--- src/rtl/rr_arb_4_pkg.sv ---
// Shared definitions for the four-requester round-robin arbiter:
// state encodings, sizing constants and the rotating-priority pick helper.
package rr_arb_4_pkg;

    // Number of requesting clients and width of the binary owner index
    localparam int NUM_REQ = 4;
    localparam int ID_W    = 2;

    // Width of the grant-hold counter; it saturates at its all-ones value
    localparam int HOLD_W                = 8;
    localparam logic [HOLD_W-1:0] HOLD_SAT = '1;

    // Arbiter states: waiting for requests, or a client owns the resource
    typedef enum logic {
        ST_IDLE  = 1'b0,
        ST_GRANT = 1'b1
    } arb_state_t;

    // Round-robin selection: the first set request bit found when scanning
    // ptr, ptr+1, ptr+2, ptr+3 (wrapping mod 4). Returns 0 when nothing is
    // requested; callers only use the result when at least one bit is set.
    function automatic logic [ID_W-1:0] rr_pick(
        input logic [NUM_REQ-1:0] req_vec,
        input logic [ID_W-1:0]    ptr
    );
        logic [ID_W-1:0] idx;
        logic            found;
        rr_pick = '0;
        found   = 1'b0;
        for (int k = 0; k < NUM_REQ; k++) begin
            idx = ptr + ID_W'(k);
            if (!found && req_vec[idx]) begin
                rr_pick = idx;
                found   = 1'b1;
            end
        end
    endfunction

endpackage

--- src/rtl/rr_arb_4_gnt_dec.sv ---
// 2-to-4 one-hot decoder with enable: turns the registered owner index into
// the grant vector, forcing all-zero when no grant is active.
module gnt_dec_2to4
    import rr_arb_4_pkg::*;
(
    input  logic [ID_W-1:0]    i_sel,
    input  logic               i_en,
    output logic [NUM_REQ-1:0] o_onehot
);

    // One output bit per client, high only for the selected index when enabled
    generate
        for (genvar gi = 0; gi < NUM_REQ; gi++) begin : g_dec
            assign o_onehot[gi] = i_en && (i_sel == ID_W'(gi));
        end
    endgenerate

endmodule

--- src/rtl/rr_arb_4.sv ---
// Four-requester round-robin arbiter. A registered winner index is decoded
// into a one-hot grant that is held until the owner signals done, drops its
// request, or reaches the hold limit (HOLD_MAX cycles, 0 = no limit).
// Every output comes from registered state; req/done only affect next state.
module rr_arb_4
    import rr_arb_4_pkg::*;
#(
    parameter int HOLD_MAX = 16
)(
    input  logic               clk,
    input  logic               rst,
    input  logic [NUM_REQ-1:0] req,
    input  logic               done,
    output logic [NUM_REQ-1:0] gnt,
    output logic [ID_W-1:0]    gnt_id,
    output logic               gnt_valid,
    output logic               timeout
);

    // Counter value seen on the last permitted grant cycle. A grant starts
    // with the counter at 0, so releasing at HOLD_MAX-1 yields exactly
    // HOLD_MAX cycles of grant. Unused when the limit is disabled.
    localparam logic [HOLD_W-1:0] HOLD_LAST =
        (HOLD_MAX == 0) ? HOLD_SAT : HOLD_W'(HOLD_MAX - 1);

    // Registered state
    arb_state_t          r_state;
    logic [ID_W-1:0]     r_ptr;
    logic [HOLD_W-1:0]   r_hold_cnt;
    logic [ID_W-1:0]     r_gnt_id;
    logic                r_timeout;

    // Next-state values and decoded conditions
    arb_state_t          w_state_next;
    logic [ID_W-1:0]     w_ptr_next;
    logic [HOLD_W-1:0]   w_hold_next;
    logic [ID_W-1:0]     w_gnt_id_next;
    logic                w_timeout_next;
    logic [ID_W-1:0]     w_pick;
    logic                w_owner_req;
    logic                w_limit_hit;
    logic                w_release;
    logic                w_gnt_active;

    // Rotating-priority winner among the current requests
    assign w_pick       = rr_pick(req, r_ptr);

    // Release conditions for the current owner
    assign w_owner_req  = req[r_gnt_id];
    assign w_limit_hit  = (HOLD_MAX != 0) && (r_hold_cnt == HOLD_LAST);
    assign w_release    = done || !w_owner_req || w_limit_hit;
    assign w_gnt_active = (r_state == ST_GRANT);

    // State register with synchronous reset
    always_ff @(posedge clk) begin
        if (rst) begin
            r_state    <= ST_IDLE;
            r_ptr      <= '0;
            r_hold_cnt <= '0;
            r_gnt_id   <= '0;
            r_timeout  <= 1'b0;
        end else begin
            r_state    <= w_state_next;
            r_ptr      <= w_ptr_next;
            r_hold_cnt <= w_hold_next;
            r_gnt_id   <= w_gnt_id_next;
            r_timeout  <= w_timeout_next;
        end
    end

    // Next-state logic: arbitrate in IDLE, count and watch for release in GRANT
    always_comb begin
        w_state_next   = r_state;
        w_ptr_next     = r_ptr;
        w_hold_next    = r_hold_cnt;
        w_gnt_id_next  = r_gnt_id;
        w_timeout_next = 1'b0;
        case (r_state)
            ST_IDLE: begin
                if (|req) begin
                    w_gnt_id_next = w_pick;
                    w_hold_next   = '0;
                    w_state_next  = ST_GRANT;
                end
            end
            ST_GRANT: begin
                if (r_hold_cnt != HOLD_SAT) begin
                    w_hold_next = r_hold_cnt + HOLD_W'(1);
                end
                if (w_release) begin
                    w_state_next   = ST_IDLE;
                    // Next arbitration starts just past the outgoing owner
                    w_ptr_next     = r_gnt_id + ID_W'(1);
                    // Only a pure hold-limit release is flagged as a timeout
                    w_timeout_next = w_limit_hit && !done && w_owner_req;
                end
            end
            default: begin
                w_state_next = ST_IDLE;
            end
        endcase
    end

    // One-hot grant decoded from the registered owner index
    gnt_dec_2to4 u_gnt_dec (
        .i_sel    (r_gnt_id),
        .i_en     (w_gnt_active),
        .o_onehot (gnt)
    );

    assign gnt_id    = r_gnt_id;
    assign gnt_valid = w_gnt_active;
    assign timeout   = r_timeout;

endmodule

--- config.mk ---
export PLATFORM = sky130hd
export DESIGN_NAME = rr_arb_4
export DESIGN_NICKNAME = d
export VERILOG_FILES = /design/src/rtl/rr_arb_4_pkg.sv /design/src/rtl/rr_arb_4_gnt_dec.sv /design/src/rtl/rr_arb_4.sv
export SDC_FILE = /design/constraint.sdc
export NUM_CORES = 1
export LEC_CHECK = 0
export CORE_ASPECT_RATIO = 0.8
export CORE_MARGIN = 2
export CORE_UTILIZATION = 30
export CTS_BUF_LIST = sky130_fd_sc_hd__clkbuf_4 sky130_fd_sc_hd__clkbuf_8
export DETAILED_ROUTE_END_ITERATION = 12
export PLACE_DENSITY = 0.62
export SLEW_MARGIN = 20
export SYNTH_ARGS = -nofsm -noshare
export SYNTH_HDL_FRONTEND = slang
export SYNTH_SLANG_ARGS = --single-unit
--- constraint.sdc ---
create_clock -name clk -period 1.7 [get_ports clk]
set_clock_uncertainty 0.1 [all_clocks]
set_input_delay 0.34 -clock clk [delete_from_list [all_inputs] [get_ports clk]]
set_output_delay 0.34 -clock clk [all_outputs]
set_load 0.02 [all_outputs]
# After elaboration in Yosys (flattened, before gate mapping)
# Index checks and enable logic that the tools add are counted.
[classes]
order_cmp = 5
n_bitwise = 2
n_eq_ne = 7
mux = 23
n_reduce_logical = 22
add_sub_neg = 5
[ops]
columns = ["op", "count"]
rows = [
  ["8-bit 2-to-1 mux", 2],
  ["8-bit one-hot mux with 2 select lines", 1],
  ["2-bit by 3-bit less-than comparator with 1-bit output (second input constant)", 5],
  ["1-bit binary-select mux with 2-bit select", 5],
  ["1-bit 2-to-1 mux", 10],
  ["1-bit logical AND", 9],
  ["8-bit by 1-bit adder with 8-bit output (second input constant)", 1],
  ["8-bit by 4-bit equality test with 1-bit output (second input constant)", 1],
  ["2-bit 2-to-1 mux", 4],
  ["8-bit inequality test (second input constant)", 1],
  ["2-bit AND reduction", 3],
  ["1-bit logical NOT", 5],
  ["2-bit by 1-bit adder with 2-bit output (second input constant)", 2],
  ["2-bit adder (second input constant)", 2],
  ["2-bit equality test (second input constant)", 2],
  ["4-bit OR reduction", 1],
  ["3-bit OR reduction", 1],
  ["2-bit by 1-bit equality test with 1-bit output (second input constant)", 1],
  ["2-bit logical NOT", 1],
  ["1-bit logical OR", 2],
  ["2-bit by 1-bit inequality test with 1-bit output (second input constant)", 1],
  ["2-bit inequality test (second input constant)", 1],
  ["1-bit inverter", 2],
  ["1-bit one-hot mux with 2 select lines", 1],
]
[word_totals]
inputBits = 7
register_bits = 14
word_cells = 69

# Longest topological paths before layout
# Gate-level depths: netlist of run 1.
[logic_depth]
depth_word = 12
depth_mapped = 6
mapped_depth_nobuf = 6

# Hierarchy
# From an unflattened synthesis of run 1, not the netlist that was laid out.
[hier_totals]
cells_unflattened = 96
hier_area_um2 = 819.5
[modules_own_cells]
columns = ["mod", "seq_area_each_um2", "n_inst", "cells_per_inst", "area_per_inst_um2"]
rows = [
  ["rr_arb_4", 280.3, 1, 92, 782.0],
  ["gnt_dec_2to4", 0.0, 1, 4, 37.5],
]

# Least setup slack after synthesis of run 1
# Ideal clock, no wire load.
[synth_path]
path_kind = "register to register"
start = "register r_gnt_id[0] (netlist: gnt_id[0])"
end = "register r_ptr[0]"
slack_ns = -0.092
arrival_ns = 1.557
period_less_slack_ns = 1.792
t_required_ns = 1.465
stages_incl_launch_ff = 5
path_cell_list = "dfxtp_1 -> mux4_1 -> nor2b_1 -> a211oi_1 -> a211oi_1"
[synth_between]
elab_chain_len = 6
[synth_lines]
columns = ["item", "line", "text"]
rows = [
  ["start, declared", "rr_arb_4.sv:30", "logic [ID_W-1:0] r_gnt_id;"],
  ["start signal, assigned", "rr_arb_4.sv:66", "r_gnt_id <= w_gnt_id_next;"],
  ["1-bit binary-select mux with 2-bit select", "rr_arb_4.sv:49", "assign w_owner_req = req[r_gnt_id];"],
  ["1-bit 2-to-1 mux (implied by the code)", "rr_arb_4.sv:49", ""],
  ["1-bit logical NOT", "rr_arb_4.sv:51", "assign w_release = done || !w_owner_req || w_limit_hit;"],
  ["1-bit logical OR (2 in series)", "rr_arb_4.sv:51", ""],
  ["2-bit AND reduction (no source line)", "-", ""],
  ["end signal, assigned", "rr_arb_4.sv:64", "r_ptr <= w_ptr_next;"],
  ["end, declared", "rr_arb_4.sv:28", "logic [ID_W-1:0] r_ptr;"],
]
# Several ways; a longest one is shown, not always the timed one. The select of a mux whose other input is x is not followed.
# A chain may end at the register's enable or synchronous reset.

# Final worst setup path of run 1
[layout_path]
start = "register r_gnt_id[0] (netlist: gnt_id[0])"
end = "output gnt[1]"
[layout_between]
elab_chain_len = 2
[layout_lines]
columns = ["item", "line", "text"]
rows = [
  ["2-bit by 1-bit equality test with 1-bit output", "rr_arb_4_gnt_dec.sv:14", "assign o_onehot[gi] = i_en && (i_sel == ID_W'(gi));"],
  ["1-bit logical AND", "rr_arb_4_gnt_dec.sv:14", ""],
  ["end, declared", "rr_arb_4.sv:14", "output logic [NUM_REQ-1:0] gnt,"],
]
# No other way between the ends.

==> out/summary.txt, run 1 <==
Status = completed
Syn-to-layout area delta = 51.0%
First-pass GRT wire length = 3.84 mm
Via count = 938
Slew Limit Headroom = 0.798
Max-cap violations = 0
Peak VDD IR = 0.451 mV
Die X-Extent = 64.2 µm
GR Util met3 = 0.0346
Routability cong. = 0.824
Total power = 0.811 mW
CTS buffer count = 3
Largest net degree at the start of global routing = 12
GRT overflow = 0
Max Transition Viols Final = 0
Num rows = 17
Async SR Flop Fraction = 0
Global-route met2 utilization = 0.266
Crit Path Category = reg2out
All-Layer GR Usage = 0.147
Critical path required time = 1.26 ns
Vias in the first global route = 875
Post-synth EDFFs = 0
IO Count = 15
Int Power = 0.582 mW
Post-DRT Antenna Nets = 0
RSZ-0062 raised after global routing = true
CTS Hold Bufs = 0
Unique masters post-synth = 40
Top cells by area, synth = dfxtp_1 (32%), ha_1 (7.2%), a21oi_1 (6.3%)
# diodes = 0
WL per Instance = 13.2 µm
FF+latch area = 289 µm²
Root Buffer = clkbuf_4
CTS tree = done
Core Box Area = 2770 µm²
Leak = 0.518 nW
Die area = 3340 µm²
Worst R2R Start = gnt_valid$_SDFF_PP0_
YS warnings = 0
Clock-pin slew on the worst setup and hold paths = 0.09 ns
Setup crit end kind = output port
Synth top area share = 0.323
Worst EP arrival = 1.21 ns
Crit path launch type = flip-flop
Worst Hold Launch = r_hold_cnt[6]$_SDFFE_PP0P_
Hold Crit Class = reg2reg
Slew @ Worst Pin = 0.300 ns
Share of cells above drive strength 1 = 0.368
Sw Pwr = 0.230 mW
Clock Power Share = 0.302
Fillers = 274
Placed cells = 164
Hpwl dp = 1.68 mm
Mapped Cells = 99
Iter 0 DRT Violations = 17
#FFs+latches synth = 14
Commonest non-fill, non-tap cell in the layout = buf_4
Nets = 149
CP Launch Point = gnt_id[0]$_SDFFE_PP0P_
Clock latency on the worst-skew pair = 0.28 ns
Sink Count = 14
Switch share = 0.283
Port Buffers = 14
M1 GR Usage = 0.169
Hold Fails Final Rpt = 0
Vias per cell = 5.39
Post-synthesis sequential area ratio = 0.323
Post-Syn Nets = 111
Htree depth = 1
Post-layout min period = 1.65 ns
Die Y = 52.1 µm
Combinational share of power = 0.261
Period utilization = 0.970
GRT busiest layer = met2
Yosys top cell by area = dfxtp_1
WHS = 0.428 ns
Drt drc = 0
Starting density of the core = 0.314
Initial DRT Pass Iterations = 4
Netlist Area Pre-Place = 868 µm²
Critical Path Fanout Max = 3
Clock Tree Buf Depth = 2
Most frequent cells in the layout = buf_4 (19), a21oi_1 (9), dfxtp_1 (9)
Finished Layout Cells = 174
Syn avg cell area = 8.77 µm²
Most common flop cell mapped by yosys = dfxtp_1
PD cells = 619 nW/µm²
Post-Route WL = 2.30 mm
Initial antenna violation count = 0
Share of power burned in registers = 0.437
Max Freq = 0.606 GHz
Multi-input logic area = 603 µm²
Setup violators final = 0
layer usage:
| metal | vias to the layer above | part of all wire | wire length (µm) |
|---|---|---|---|
| met1 | 453 | 0.43 | 988 |
| met5 | - | 0 | 0 |
| met3 | 4 | 0.039 | 90 |
| met2 | 28 | 0.52 | 1190 |
| met4 | 0 | 0.016 | 38 |
| li1 | 453 | - | - |
registers in the layout, indices dropped and copies added (netlist names):
signal	flops
r_hold_cnt	8
timeout	1
gnt_id	2
gnt_valid	1
r_ptr	2
synthesized netlist by cell type, types with 2 or more instances:
master,number
ha_1,5
o21ai_0,2
a211oi_1,2
nand4_1,2
nand2b_1,2
dfxtp_1,14
nand2_1,6
nor2_1,2
nor2b_1,2
inv_1,8
nand2_2,2
o21ai_1,2
and2_1,4
nor4_1,2
nand3_1,5
or4_1,2
clkbuf_1,2
a21oi_1,11
a221oi_1,2
o31ai_1,2
power groups by stage:
stage          Sequential, mW  Clock, mW  Combinational (mW)
6_report                0.355      0.245               0.211
5_1_grt                 0.356      0.264               0.234
4_1_cts                 0.355      0.249               0.191
3_5_place_dp            0.362          0               0.192
3_3_place_gp            0.361          0               0.188
2_1_floorplan           0.369          0              0.0801
kinds of logic after synthesis:
family | synth area share
simple gates | 0.251
compound gates | 0.261
flops | 0.323
buf+inv | 0.0519
fa+ha+maj | 0.0720
mux | 0.0418
worst max-delay path, stage by stage (launching register included):
cell and delay [ns]:
dfxtp_2 0.34, buf_4 0.13, ha_1 0.18, and2_4 0.15, buf_6 0.12
path summary, 6_finish.rpt:
path,endpoint,slack (ns),cells past startpoint
worst max-delay path,gnt[1],0.05,4
worst max register to register,r_hold_cnt[7]$_SDFFE_PP0P_,0.06,5
worst min register to register,r_hold_cnt[6]$_SDFFE_PP0P_,0.43,2
worst min-delay path,r_hold_cnt[6]$_SDFFE_PP0P_,0.43,2
metrics by stage:
step	setup TNS (ns)	utilization	setup WS (ns)	area (µm²)
after floorplan	0	-	0.0217	870
after detailed placement	-4.63	0.425	-0.401	1170
after CTS	0	0.443	0.0145	1220
final	0	0.474	0.0508	1310
after global routing	-0.0180	0.474	-0.0172	1310
after global placement	-4.26	0.425	-0.379	1170
layout make-up:
| cell class | instances | share of cell area |
|---|---|---|
| timing repair buffer | 35 | 0.233 |
| multi-input combinational | 75 | 0.460 |
| inverter | 8 | 0.0229 |
| sequential | 14 | 0.220 |
| tap | 38 | 0.0363 |
| clock buffer | 4 | 0.0277 |
what timing repair did:
action                     4_1_cts  5_1_grt
buffers inserted                 1        4
setup endpoints to repair       18       10
gates resized for setup         29       17
cloned                           1        0
pin swaps                        4        6
Note: power is estimated with default switching activity, not from simulation.
==> run 2, diff against run 1 <==
ABC_AREA = 1   (was default)
PLACE_DENSITY = 0.61   (was 0.62)
==> out/summary.txt, run 2 <==
RSZ-0062 raised after global routing = false
Iter 0 DRT Violations = 96
Max FFs per register = 8
Die Y = 58.6 µm
IO Count = 15
Largest Register = r_hold_cnt
Nets = 227
# diodes = 0
Slowest-stage cell, CP = clkdlybuf4s50_1
Bufs and invs on worst path = 1
Period utilization = 0.975
Synth top area share = 0.251
Die X-Extent = 72.2 µm
Top cells by count, synth = nand2_1 (70), inv_1 (23), nand3_1 (16), dfxtp_1 (14), nor2_1 (10)
Netlist Area Pre-Place = 1120 µm²
Drt drc = 0
Die area = 4230 µm²
All-Layer GR Usage = 0.135
PD cells = 827 nW/µm²
Leak = 0.723 nW
Hpwl dp = 2.05 mm
Most common flop cell mapped by yosys = dfxtp_1
WHS = 0.383 ns
Area after DPL = 1400 µm²
GRT overflow = 0
Slew Limit Headroom = 0.816
Commonest non-fill, non-tap cell in the layout = nand2_1
CTS Hold Bufs = 0
Critical Path Fanout Max = 5
First-pass GRT wire length = 4.44 mm
Max Freq = 0.604 GHz
Post-synthesis sequential area ratio = 0.251
Setup bufs post-CTS = 0
Syn avg cell area = 6.03 µm²
CTS tree = done
Clock latency on the worst-skew pair = 0.25 ns
FF+latch area = 289 µm²
Crit Path Category = reg2out
Unique masters post-synth = 27
Vias per cell = 4.69
Critical path required time = 1.26 ns
PostCTS Resize Cnt = 12
Initial antenna violation count = 0
Core Box Area = 3490 µm²
Top cells by area, synth = dfxtp_1 (25%), nand2_1 (24%), inv_1 (7.7%)
WL per Instance = 10.2 µm
Root Buffer = clkbuf_8
Post-Syn Nets = 197
Fillers = 374
Post-layout min period = 1.66 ns
CTS buffer count = 3
Port Buffers = 14
Hold Fails Final Rpt = 0
Syn-to-layout area delta = 29.5%
Max-cap violations = 0
Post-synth EDFFs = 0
Slowest stage delay, CP = 0.60 ns
#FFs+latches synth = 14
Status = completed
Yosys top cell by area = dfxtp_1
Peak VDD IR = 0.286 mV
Crit path launch type = flip-flop
Routability cong. = 0.882
Setup violators final = 0
Multi-input logic area = 714 µm²
Clock-pin slew on the worst setup and hold paths = 0.07 ns
Initial DRT Pass Iterations = 4
Worst EP arrival = 1.22 ns
Async SR Flop Fraction = 0
Share of cells above drive strength 1 = 0.210
Most frequent cells in the layout = nand2_1 (70), inv_1 (22), nand3_1 (16)
Delay-heaviest family, CP = buffers and inverters
YS warnings = 0
Mapped Cells = 185
Max Transition Viols Final = 0
Num rows = 19
Final instance area = 1450 µm²
Vias in the first global route = 1002
Top-count cell post-synth = nand2_1
Htree depth = 1
Hold Crit Class = reg2reg
Clock Tree Buf Depth = 2
Sink Count = 14
Via count = 1201
Post-Route WL = 2.60 mm
Slew @ Worst Pin = 0.275 ns
Largest net degree at the start of global routing = 12
Setup crit end kind = output port
Starting density of the core = 0.319
Crit-path cells = clkdlybuf4s50_1
Post-DRT Antenna Nets = 0
[run 2: through the flow]
stage | total power, mW | std cells | util | worst slack (ns) | setup TNS (ns)
after global routing | 1.29 | 256 | 0.414 | 0.00480 | 0
after detailed placement | 0.868 | 252 | 0.400 | -0.123 | -1.05
after floorplan | 0.688 | 185 | - | 0.196 | 0
final | 1.19 | 256 | 0.414 | 0.0432 | 0
after CTS | 1.20 | 256 | 0.417 | 0.00884 | 0
after global placement | 0.874 | 252 | 0.400 | -0.134 | -1.07
[run 2: cell families (layout without fill, tap and decap cells)]
kind of cell             after synthesis  count (layout)  share of synthesized area
adder cells (fa/ha/maj)                5               5                     0.0561
AO/OA/AOI/OAI                         18              18                      0.110
flip-flops                            14              14                      0.251
AND/OR/NAND/NOR                      118             118                      0.474
buffers and inverters                 30              59                      0.109
[run 2: layout make-up]
cell class                      count  area share
Tap cell                           42      0.0364
Sequential cell                    14       0.200
Inverter                           27      0.0736
Clock buffer                        4      0.0381
Timing Repair Buffer               28       0.158
Multi-Input combinational cell    141       0.494
[run 2: where the power goes]
| part | internal (mW) | switching, mW |
|---|---|---|
| logic | 0.193 | 0.273 |
| clock network | 0.205 | 0.132 |
| registers | 0.357 | 0.0340 |
[run 2: worst paths after layout]
check	endpoint	start	slack, ns	cells past startpoint
max	gnt_id[0]	gnt_id[0]$_SDFFE_PP0P_	0.04	1
min	r_hold_cnt[1]$_SDFFE_PP0P_	r_hold_cnt[1]$_SDFFE_PP0P_	0.38	2
max reg2reg	r_hold_cnt[2]$_SDFFE_PP0P_	r_hold_cnt[1]$_SDFFE_PP0P_	0.17	9
min reg2reg	r_hold_cnt[1]$_SDFFE_PP0P_	r_hold_cnt[1]$_SDFFE_PP0P_	0.38	2
[run 2: worst reg2reg max path: cells and delay by family, from the launching register on]
| kind | cells | cell delay [ns] |
|---|---|---|
| and+or+nand+nor | 5 | 0.46 |
| AOI/OAI and AO/OA | 1 | 0.17 |
| DFF | 1 | 0.35 |
| adders and majority gates | 1 | 0.19 |
| buffers and inverters | 2 | 0.19 |
[run 2: per-layer routing]
layer | global-route usage | up-vias | part of all wire
li1 | - | 650 | -
met1 | 0.200 | 528 | 0.55
met2 | 0.185 | 21 | 0.40
met3 | 0.0428 | 2 | 0.038
met4 | 0.0404 | 0 | 0.010
met5 | 0 | - | 0
==> run 3, diff against run 2 <==
GPL_TIMING_DRIVEN = 0   (was default)
==> out/summary.txt, run 3 (same netlist as run 2, synthesis figures left out) <==
RSZ-0062 raised after global routing = false
Vias in the first global route = 929
Crit path launch type = flip-flop
Max-cap violations = 0
Final TNS setup = 0 ns
Area after DPL = 1300 µm²
Slowest stage delay, CP = 0.60 ns
Iter 0 DRT Violations = 111
Most frequent cells in the layout = nand2_1 (68), inv_1 (21), nand3_1 (16)
Placed cells = 240
Post-Route WL = 2.50 mm
Worst reg2reg path endpoint = r_hold_cnt[2]$_SDFFE_PP0P_
Share of power burned in registers = 0.364
WL per Instance = 10.2 µm
Vias per cell = 4.78
Port Buffers = 13
Drt drc = 0
Die area = 4230 µm²
Clock latency on the worst-skew pair = 0.25 ns
Setup violators final = 0
Hold path cells = 2
Num rows = 19
Status = completed
Initial antenna violation count = 0
Root Buffer = clkbuf_8
Clock-pin slew on the worst setup and hold paths = 0.05 ns
Core Box Area = 3490 µm²
Int Power = 0.678 mW
Post-DRT Antenna Nets = 0
Die Y = 58.6 µm
IO Count = 15
PD cells = 801 nW/µm²
CTS buffer count = 3
Critical path required time = 1.26 ns
Share of cells above drive strength 1 = 0.192
Hpwl dp = 1.91 mm
CP Launch Point = gnt_id[0]$_SDFFE_PP0P_
Finished Layout Cells = 245
Slew Limit Headroom = 0.691
CTS tree = done
Switch share = 0.382
Reg2Reg Setup Slack = 0.12 ns
Worst R2R Start = r_hold_cnt[0]$_SDFFE_PP0P_
Clock Tree Buf Depth = 2
Leak = 0.678 nW
Die X-Extent = 72.2 µm
Max Freq = 0.604 GHz
CTS Hold Bufs = 0
Worst Hold Launch = r_hold_cnt[1]$_SDFFE_PP0P_
Critical Path Fanout Max = 6
Bufs and invs on worst path = 1
Sink Count = 14
Syn-to-layout area delta = 22.8%
Via count = 1170
Combinational share of power = 0.385
Hold Fails Final Rpt = 0
Fillers = 390
Initial DRT Pass Iterations = 6
# diodes = 0
Post-layout min period = 1.66 ns
Slew @ Worst Pin = 0.464 ns
Delay-heaviest family, CP = buffers and inverters
Hold Crit Class = reg2reg
Slowest-stage cell, CP = clkdlybuf4s50_1
Period utilization = 0.974
Clock Power Share = 0.251
Nets = 217
Final instance area = 1370 µm²
Worst EP arrival = 1.22 ns
GRT overflow = 0
Crit Path Category = reg2out
Setup crit end kind = output port
Routability cong. = 0.879
Largest net degree at the start of global routing = 11
Hold worst-path end = r_hold_cnt[1]$_SDFFE_PP0P_
All-Layer GR Usage = 0.128
First-pass GRT wire length = 4.17 mm
Max FFs per register = 8
Crit-path cells = clkdlybuf4s50_1
Peak VDD IR = 0.284 mV
Sw Pwr = 0.419 mW
Max Transition Viols Final = 0
Largest Register = r_hold_cnt
Starting density of the core = 0.319
WHS = 0.384 ns
Htree depth = 1
Reg2Reg Depth = 9
Commonest non-fill, non-tap cell in the layout = nand2_1
[run 3: through the flow]
step	setup WS [ns]	util	power [mW]
after floorplan	0.196	-	0.688
after global placement	-0.391	0.372	0.812
after detailed placement	-0.383	0.372	0.810
after CTS	0.00579	0.391	1.10
after global routing	0.00145	0.392	1.19
final	0.0436	0.392	1.10
[run 3: tightest hold or removal path, stage by stage (launching register included)]
cell and delay [ns]:
dfxtp_1 0.32, nand2_1 0.07, a21oi_1 0.05
[run 3: power groups by stage]
stage	Sequential, mW	Combinational [mW]	Clock [mW]
2_1_floorplan	0.406	0.282	0
3_3_place_gp	0.403	0.409	0
5_1_grt	0.404	0.486	0.298
4_1_cts	0.397	0.420	0.279
3_5_place_dp	0.403	0.406	0
6_report	0.399	0.423	0.275
[run 3: layer usage]
layer  wire, µm  vias to the layer above  track usage
li1           -                      625            -
met1       1270                      519        0.174
met2       1090                       24        0.199
met3        127                        2       0.0411
met4         12                        0       0.0243
met5          0                        -            0
[run 3: worst max-delay path by stage]
stage,end,slack [ns],cells past startpoint
after floorplan,gnt[0],0.20,3
after detailed placement,gnt[1],-0.38,4
after CTS,gnt_id[1],0.006,1
after global routing,r_hold_cnt[4]$_SDFFE_PP0P_,0.001,9
after global placement,gnt[1],-0.39,4
final,gnt_id[0],0.04,1
[run 3: what timing repair did]
item	in CTS	in global routing
gates cloned	0	0
setup buffers	1	1
resized for setup	19	11
endpoints found under the setup margin	7	15
[run 3: final cells by class]
cell class / instances / area (µm²) / share of cell area
Sequential cell: 14 / 293 / 0.214
Inverter: 27 / 106 / 0.0776
Tap cell: 42 / 52.6 / 0.0384
Buffer: 3 / 25.0 / 0.0183
Multi-Input combinational cell: 141 / 719 / 0.525
Clock buffer: 3 / 41.3 / 0.0301
Timing Repair Buffer: 15 / 133 / 0.0968
